==> src/rtl/cache_refill_ctrl.sv <==
// rtl/cache_refill_ctrl.sv - cache line refill and write sequencing controller
//
// Accepts one CPU load/store at a time, consults the tag-compare result, and on
// a miss fetches the whole line from memory critical-word-first with wrap-around,
// writing each word into the data array before installing the tag. Stores are
// merged into the data array after the refill (or directly on a hit).
//
// Ports:
//   clk, reset                    clock; asynchronous active-low reset
//   cpu_req, cpu_wr, cpu_addr     CPU request, captured while cpu_ready=1
//   cpu_ready                     controller idle and accepting a request
//   tag_hit                       tag-compare result, consumed in LOOKUP
//   mem_rd, mem_addr              refill read request and word-aligned address
//   mem_ack, mem_data             refill word handshake and data
//   memWrite, miss, word_dec      data-array write enable, source select, word select
//   fill_data                     registered refill word for the data array
//   tag_write                     one-cycle tag/valid install pulse
//   resp_valid                    one-cycle access-complete pulse
//   hit_cnt, miss_cnt             saturating outcome counters

module cache_refill_ctrl #(
    parameter int WORDS = 4
) (
    input  logic             clk,
    input  logic             reset,
    input  logic             cpu_req,
    input  logic             cpu_wr,
    input  logic [31:0]      cpu_addr,
    output logic             cpu_ready,
    input  logic             tag_hit,
    output logic             mem_rd,
    output logic [31:0]      mem_addr,
    input  logic             mem_ack,
    input  logic [31:0]      mem_data,
    output logic             memWrite,
    output logic             miss,
    output logic [WORDS-1:0] word_dec,
    output logic [31:0]      fill_data,
    output logic             tag_write,
    output logic             resp_valid,
    output logic [15:0]      hit_cnt,
    output logic [15:0]      miss_cnt
);

    localparam int OFF_W = $clog2(WORDS);

    typedef enum logic [2:0] {
        IDLE,
        LOOKUP,
        REFILL_REQ,
        REFILL_WR,
        TAG_WR,
        CPU_WR,
        DONE
    } stateT;

    stateT             state;
    stateT             stateNext;
    logic              capWr;
    logic [31:2]       capAddr;
    logic [OFF_W-1:0]  fillCnt;
    logic [OFF_W:0]    wordsDone;

    // Byte-lane bits of the CPU address play no part in line refill.
    logic unusedAddrBits;
    assign unusedAddrBits = ^cpu_addr[1:0];

    // Line base from the captured request, word index from the fill counter.
    // Both registers reset to zero, so mem_addr reads zero out of reset.
    assign mem_addr = {capAddr[31:OFF_W+2], fillCnt, 2'b00};

    always_ff @(posedge clk or negedge reset) begin
        if (!reset) begin
            state <= IDLE;
        end else begin
            state <= stateNext;
        end
    end

    always_ff @(posedge clk or negedge reset) begin
        if (!reset) begin
            capWr     <= 1'b0;
            capAddr   <= '0;
            fillCnt   <= '0;
            wordsDone <= '0;
            fill_data <= '0;
            hit_cnt   <= '0;
            miss_cnt  <= '0;
        end else begin
            case (state)
                IDLE: begin
                    if (cpu_req) begin
                        capWr   <= cpu_wr;
                        capAddr <= cpu_addr[31:2];
                    end
                end
                LOOKUP: begin
                    if (tag_hit) begin
                        if (hit_cnt != 16'hFFFF) begin
                            hit_cnt <= hit_cnt + 16'd1;
                        end
                    end else begin
                        if (miss_cnt != 16'hFFFF) begin
                            miss_cnt <= miss_cnt + 16'd1;
                        end
                        // Start the refill at the word the CPU asked for.
                        fillCnt   <= capAddr[OFF_W+1:2];
                        wordsDone <= '0;
                    end
                end
                REFILL_REQ: begin
                    if (mem_ack) begin
                        fill_data <= mem_data;
                    end
                end
                REFILL_WR: begin
                    // WORDS is a power of two, so natural overflow is the wrap.
                    fillCnt   <= fillCnt + 1'b1;
                    wordsDone <= wordsDone + 1'b1;
                end
                default: begin
                end
            endcase
        end
    end

    always_comb begin
        stateNext  = state;
        cpu_ready  = 1'b0;
        mem_rd     = 1'b0;
        memWrite   = 1'b0;
        miss       = 1'b0;
        word_dec   = '0;
        tag_write  = 1'b0;
        resp_valid = 1'b0;
        case (state)
            IDLE: begin
                cpu_ready = 1'b1;
                if (cpu_req) begin
                    stateNext = LOOKUP;
                end
            end
            LOOKUP: begin
                if (tag_hit) begin
                    stateNext = capWr ? CPU_WR : DONE;
                end else begin
                    stateNext = REFILL_REQ;
                end
            end
            REFILL_REQ: begin
                mem_rd = 1'b1;
                if (mem_ack) begin
                    stateNext = REFILL_WR;
                end
            end
            REFILL_WR: begin
                memWrite          = 1'b1;
                miss              = 1'b1;
                word_dec[fillCnt] = 1'b1;
                // wordsDone still counts the words before this write.
                if (wordsDone == (OFF_W+1)'(WORDS - 1)) begin
                    stateNext = TAG_WR;
                end else begin
                    stateNext = REFILL_REQ;
                end
            end
            TAG_WR: begin
                tag_write = 1'b1;
                stateNext = capWr ? CPU_WR : DONE;
            end
            CPU_WR: begin
                memWrite                     = 1'b1;
                word_dec[capAddr[OFF_W+1:2]] = 1'b1;
                stateNext                    = DONE;
            end
            DONE: begin
                resp_valid = 1'b1;
                stateNext  = IDLE;
            end
            default: begin
                stateNext = IDLE;
            end
        endcase
    end

endmodule

==> config.mk <==
export PLATFORM = sky130hd
export DESIGN_NAME = cache_refill_ctrl
export DESIGN_NICKNAME = d
export VERILOG_FILES = /design/src/rtl/cache_refill_ctrl.sv
export SDC_FILE = /design/constraint.sdc
export NUM_CORES = 1
export LEC_CHECK = 0
export ABC_AREA = 1
export BUFFER_PORTS_ARGS = -buffer_cell sky130_fd_sc_hd__buf_2
export CAP_MARGIN = 40
export CORE_ASPECT_RATIO = 1.5
export CORE_MARGIN = 1.5
export CORE_UTILIZATION = 29
export DETAILED_ROUTE_END_ITERATION = 6
export GPL_ROUTABILITY_DRIVEN = 0
export HOLD_SLACK_MARGIN = 0.1
export PLACE_DENSITY = 0.53
export RECOVER_POWER = 100
export SYNTH_ARGS = -nofsm -noshare
export SYNTH_HDL_FRONTEND = slang
export SYNTH_SLANG_ARGS = --single-unit
==> constraint.sdc <==
create_clock -name clk -period 3.9 [get_ports clk]
set_clock_uncertainty 0.1 [all_clocks]
set_input_delay 0.195 -clock clk [delete_from_list [all_inputs] [get_ports clk]]
set_output_delay 0.195 -clock clk [all_outputs]
set_load 0.05 [all_outputs]
Word level (Yosys, flattened, before mapping)

Index checks and enable logic that the tools add are counted.

Flip-flop bits (word level): 103
Input port bits: 70
Output and inout port bits: 106
Logic and storage cells: 61

Add/subtract/negate cells: 4
Order comparisons: 4
Equal/unequal tests: 12
Multiplexer cells: 21
Bitwise logic cells: 1
Reductions and logical operators: 11

Operator list:

| kind                    | count |
|---|---|
| $add A16 B1 Y16 const B | 2 |
| $ne A16 B16 Y1 const B  | 2 |
| $pmux W3 S6             | 1 |
| $mux W3                 | 5 |
| $eq A3 B2 Y1 const B    | 3 |
| $eq A3 B3 Y1 const B    | 3 |
| $mux W1                 | 8 |
| $pmux W4 S2             | 1 |
| $reduce_and A2 Y1       | 4 |
| $lt A2 B3 Y1 const B    | 2 |
| $ne A2 B2 Y1 const B    | 3 |
| $pmux W3 S2             | 1 |
| $reduce_and A3 Y1       | 2 |
| $demux W1 S2            | 2 |
| $ge A2 B1 Y1 const B    | 2 |
| $mux W2                 | 2 |
| $pmux W2 S2             | 1 |
| $add A3 B1 Y3 const B   | 1 |
| $eq A3 B1 Y1 const B    | 1 |
| $logic_not A3 Y1        | 1 |
| $add A2 B1 Y2 const B   | 1 |
| $logic_and A1 B1 Y1     | 2 |
| $reduce_bool A2 Y1      | 1 |
| $reduce_or A2 Y1        | 1 |
| $not A1 Y1              | 1 |

Logic depth before layout (Yosys ltp)

Word-level depth: 5
Mapped depth: 10
Gate-level depth less buffers: 9

Least setup slack after synthesis

OpenSTA, ideal clock, no wires.

Path type: register -> output
Start point: register state[1]
End point: output word_dec[0]
Arrival: 1.908 ns
Required time: 3.605 ns
Setup slack: 1.697 ns
Stages on the path, launching flop included: 4
Buffers on the path: 0
Cell sequence: dfrtp_1 > inv_1 > nand3_1 > o31ai_1

Word-level cells in the longest chain between the ends: 2
Elaborated cells on any way between the ends: 3
Classes of those cells: 2 x eq/ne; 1 x mux

RTL lines:

| element                                      | line | RTL |
|---|---|---|
| start, declared                              | 57   | `stateT state;` |
| start signal, assigned                       | 76   | `state <= stateNext;` |
| $eq A3 B3 Y1 or $eq A3 B2 Y1 (tied branches) | 136  | `case (state)` |
| $pmux W4 S2 *                                | 136  |  |
| end, declared                                | 37   | `output logic [WORDS-1:0] word_dec,` |

Every way passes the cells marked *; elsewhere a longest branch is shown, timed or not.

Worst setup path after layout

Start point: register state[1]
End point: output mem_rd

Word-level cells in the longest chain between the ends: 2

RTL lines:

| element       | line | RTL |
|---|---|---|
| $eq A3 B2 Y1  | 136  |  |
| $mux W1       | 136  |  |
| end, declared | 31   | `output logic mem_rd,` |

No other way between the ends.

==> key figures <==
Status
  • Status: finished, final reports clean

Floorplanning
  • Die width: 113.0 um
  • I/O pin cnt: 176
  • Chip Height: 168.0 um
  • Core Area: 17,870 sq um
  • Initial core utilization: 0.2946
  • DIE AREA: 18,990 sq um
  • Row cnt: 60

GRT
  • First-pass GRT wire length: 23.18 mm
  • Initial antenna violation count: 0
  • GR Overflow Total: 0
  • Pin count of the biggest net entering global routing: 59
  • Vias in the first global route: 4,607
  • Global-route usage over all layers: 0.1497

Detailed routing
  • Vias per cell: 4.472
  • Initial DRC count: 246
  • Vias: 4,870
  • Post-route ant nets: 0
  • # DRC: 0
  • DRT Pass-1 Iters: 4
  • Final wirelength: 13.93 mm
  • Routed len/inst: 12.79 um

Clock network
  • Deepest clock path buffer count: 2
  • Clk Latency, worst-skew pair: 340 ps
  • # clock sinks: 103
  • CTS tree: built
  • Post-CTS sizing: 0
  • Clock slew at reported path FFs: 70 ps
  • CTS Root Cell: clkbuf_16
  • Num CTS Buffers: 9
  • Number of H-tree levels: 3

Pwr
  • Sw Pwr: 3.069 mW
  • Pwr dens: 810.5 nW/um^2
  • Max VDD drop: 0.3976 mV
  • Gate power share: 0.518
  • Total power: 5.555 mW
  • Static leakage: 3.383 nW
  • P_int: 2.487 mW
  • Clock Power Share: 0.163
  • Flop pwr share: 0.319
  • Fraction of power spent switching nets: 0.5524

Worst hold path
  • Hold crit path type: input port to flip-flop
  • Hold EP: miss_cnt[12]$_DFFE_PN0P_
  • Hold path cells: 4
  • Hold_sp: tag_hit

STA
  • Final period utilization: 0.6975
  • Endpoints failing hold: 0
  • FMAX: 367.6 MHz
  • Final setup fails: 0
  • Accumulated negative setup slack: 0 ps
  • Post-layout min period: 2720 ps
  • Slew Viols, Final: 0
  • Worst-margin pin slew: 1341 ps
  • Max-slew headroom: 0.1062
  • RSZ-0062 raised after global routing: false

Cells and area
  • Layout cells sized above 1: 0.1078
  • Antenna diodes: 0
  • Area Overhead vs Synth: 30.21%
  • Final Net Count: 945

Synth
  • Yosys warning total: 0
  • Synth Cell Area: 5264 sq um
  • Seq/Total Area, Yosys: 0.4897
  • Post-Synthesis Cells: 668
  • Syn_area_per_cell: 7.880 sq um
  • Distinct cell type count after synthesis: 34
  • Synth Register Bits: 103

Critical path
  • CP most frequent cell: inv_1
  • Worst path max stage delay: 790 ps
  • Worst EP arrival: 2430 ps
  • Worst R2R Setup Slack: 1320 ps
  • Crit Path Max Fanout: 34
  • Path depth of the worst reg2reg path: 8
  • Reg-to-reg startpoint: state[1]$_DFFE_PN0P_
  • R2R Path End: hit_cnt[14]$_DFFE_PN0P_
  • CP required: 3610 ps
  • Crit-path cells: inv_1 > nor2_1 > nand2_1 > inv_1 > clkbuf_1
  • Critical path class: flip-flop to output port
  • Crit path capture type: output port
  • Crit path max-delay cell type: inv_1
  • CP Launch Type: flip-flop
  • Worst Setup SP: state[1]$_DFFE_PN0P_

Placement
  • Port bufs: 171
  • Post-DP HPWL: 9.561 mm

Flow run
  • Number of max-cap violations: 0
-- registers in the layout (all words and copies together), names as in the netlist --
name / flops
fill_data: 32
hit_cnt: 16
capAddr: 30
fillCnt: 2
state: 3
miss_cnt: 16
capWr: 1
wordsDone: 3
-- cell usage in the layout (no fill, tap or decap), types with 2 or more instances in the layout --
cell	n
buf_4	4
dfrtp_1	103
ha_1	8
a21oi_1	4
xnor2_1	4
inv_6	2
o21ai_0	17
conb_1	2
nor3_1	3
clkinv_8	2
nand2_2	3
o22ai_1	2
nand2_1	285
nor2_1	39
nand3_1	76
clkbuf_16	9
clkbuf_1	107
xor2_1	10
nand4_1	9
clkinv_4	2
dlygate4sd3_1	64
clkinv_1	2
buf_2	66
o31ai_1	4
inv_1	35
-- power by group through the flow --
stage	sequential, mW	combinational [mW]	clock [mW]
final	1.77	2.88	0.905
after global routing	1.83	3.11	0.994
after CTS	1.77	3.06	0.949
after detailed placement	1.77	3.02	0
after global placement	1.78	2.97	0
after floorplan	2.52	1.74	0
-- per-stage QoR --
| stage | cell area [sq um] | setup slack, ps | std cells | util | hold slack [ps] |
|---|---|---|---|---|---|
| after floorplan | 5268 | 1697 | 669 | - | -200.6 |
| after global placement | 6063 | 1401 | 1007 | 0.3394 | 326.8 |
| after detailed placement | 6118 | 1718 | 1009 | 0.3424 | 18.32 |
| after CTS | 7056 | 1630 | 1089 | 0.3949 | 107.2 |
| after global routing | 6854 | 946.3 | 1089 | 0.3836 | 131.5 |
| final | 6854 | 1180 | 1089 | 0.3836 | 125.4 |
-- how the worst max path moves through the flow --
stage | endpoint | slack [ps] | cells past startpoint
after detailed placement | capAddr[17]$_DFFE_PN0P_ | 1720 | 8
after global routing | hit_cnt[11]$_DFFE_PN0P_ | 950 | 8
after CTS | mem_rd | 1630 | 5
after global placement | capWr$_DFFE_PN0P_ | 1400 | 7
final | mem_rd | 1180 | 5
after floorplan | word_dec[0] | 1700 | 3
-- layer usage --
| layer | track usage | vias up | wire length [um] |
|---|---|---|---|
| met5 | 0 | - | 0 |
| met1 | 0.1861 | 2266 | 5978 |
| met4 | 0.05109 | 0 | 323 |
| met3 | 0.02772 | 18 | 542 |
| li1 | - | 2474 | - |
| met2 | 0.2593 | 112 | 7087 |
-- layout make-up --
class                           count  area (sq um)
Clock inverter                      6         67.56
Clock buffer                       10         229.0
Timing Repair Buffer              241          1426
Tap cell                          217         271.5
Sequential cell                   103          2577
Multi-Input combinational cell    474          2140
Fill cell                        1917         11010
Inverter                           38         142.6
-- what timing repair did --
item / in CTS / in global routing
setup buffers: 0 / 0
hold endpoints to repair: 141 / 0
hold buffers: 64 / 0
setup endpoints to repair: 0 / 0
-- cell families after synthesis --
| logic type | synth area share |
|---|---|
| AND/OR/NAND/NOR | 0.3337 |
| flip-flops | 0.4897 |
| buffers and inverters | 0.09627 |
| AO/OA/AOI/OAI | 0.03732 |
| XOR/XNOR | 0.02329 |
| adder cells (fa/ha/maj) | 0.01902 |
| other | 0.0007124 |
-- Yosys cell counts --
master / instances / area (sq um)
nand2_1: 282 / 1059
dfrtp_1: 103 / 2577
nand3_1: 74 / 370.4
nor2_1: 37 / 138.9
inv_1: 34 / 127.6
buf_4: 30 / 225.2
o21ai_0: 16 / 80.08
buf_2: 12 / 60.06
xor2_1: 10 / 87.58
nand4_1: 9 / 56.30
ha_1: 8 / 100.1
clkbuf_1: 7 / 26.28
nand2_2: 6 / 37.54
a21oi_1: 4 / 20.02
o31ai_1: 4 / 30.03
xnor2_1: 4 / 35.03
buf_6: 3 / 33.78
inv_2: 3 / 11.26
nor2_4: 3 / 33.78
nor3_1: 3 / 15.01
o21ai_2: 2 / 17.52
o22ai_1: 2 / 12.51
buf_1: 1 / 3.750
buf_8: 1 / 15.01
clkinv_1: 1 / 3.750
conb_1: 1 / 3.750
nand2_4: 1 / 11.26
nand3_2: 1 / 10.01
nand3_4: 1 / 17.52
nand3b_1: 1 / 7.510
o211ai_1: 1 / 7.510
o21bai_1: 1 / 7.510
o221ai_1: 1 / 8.760
o31ai_2: 1 / 12.51
-- critical path, delay by kind of cell, from the launching register on --
family,cells,cell delay (ps)
buffers and inverters,3,1420
and+or+nand+nor,2,260
DFF,1,390
No activity file was read; power rests on OpenSTA's default activity.
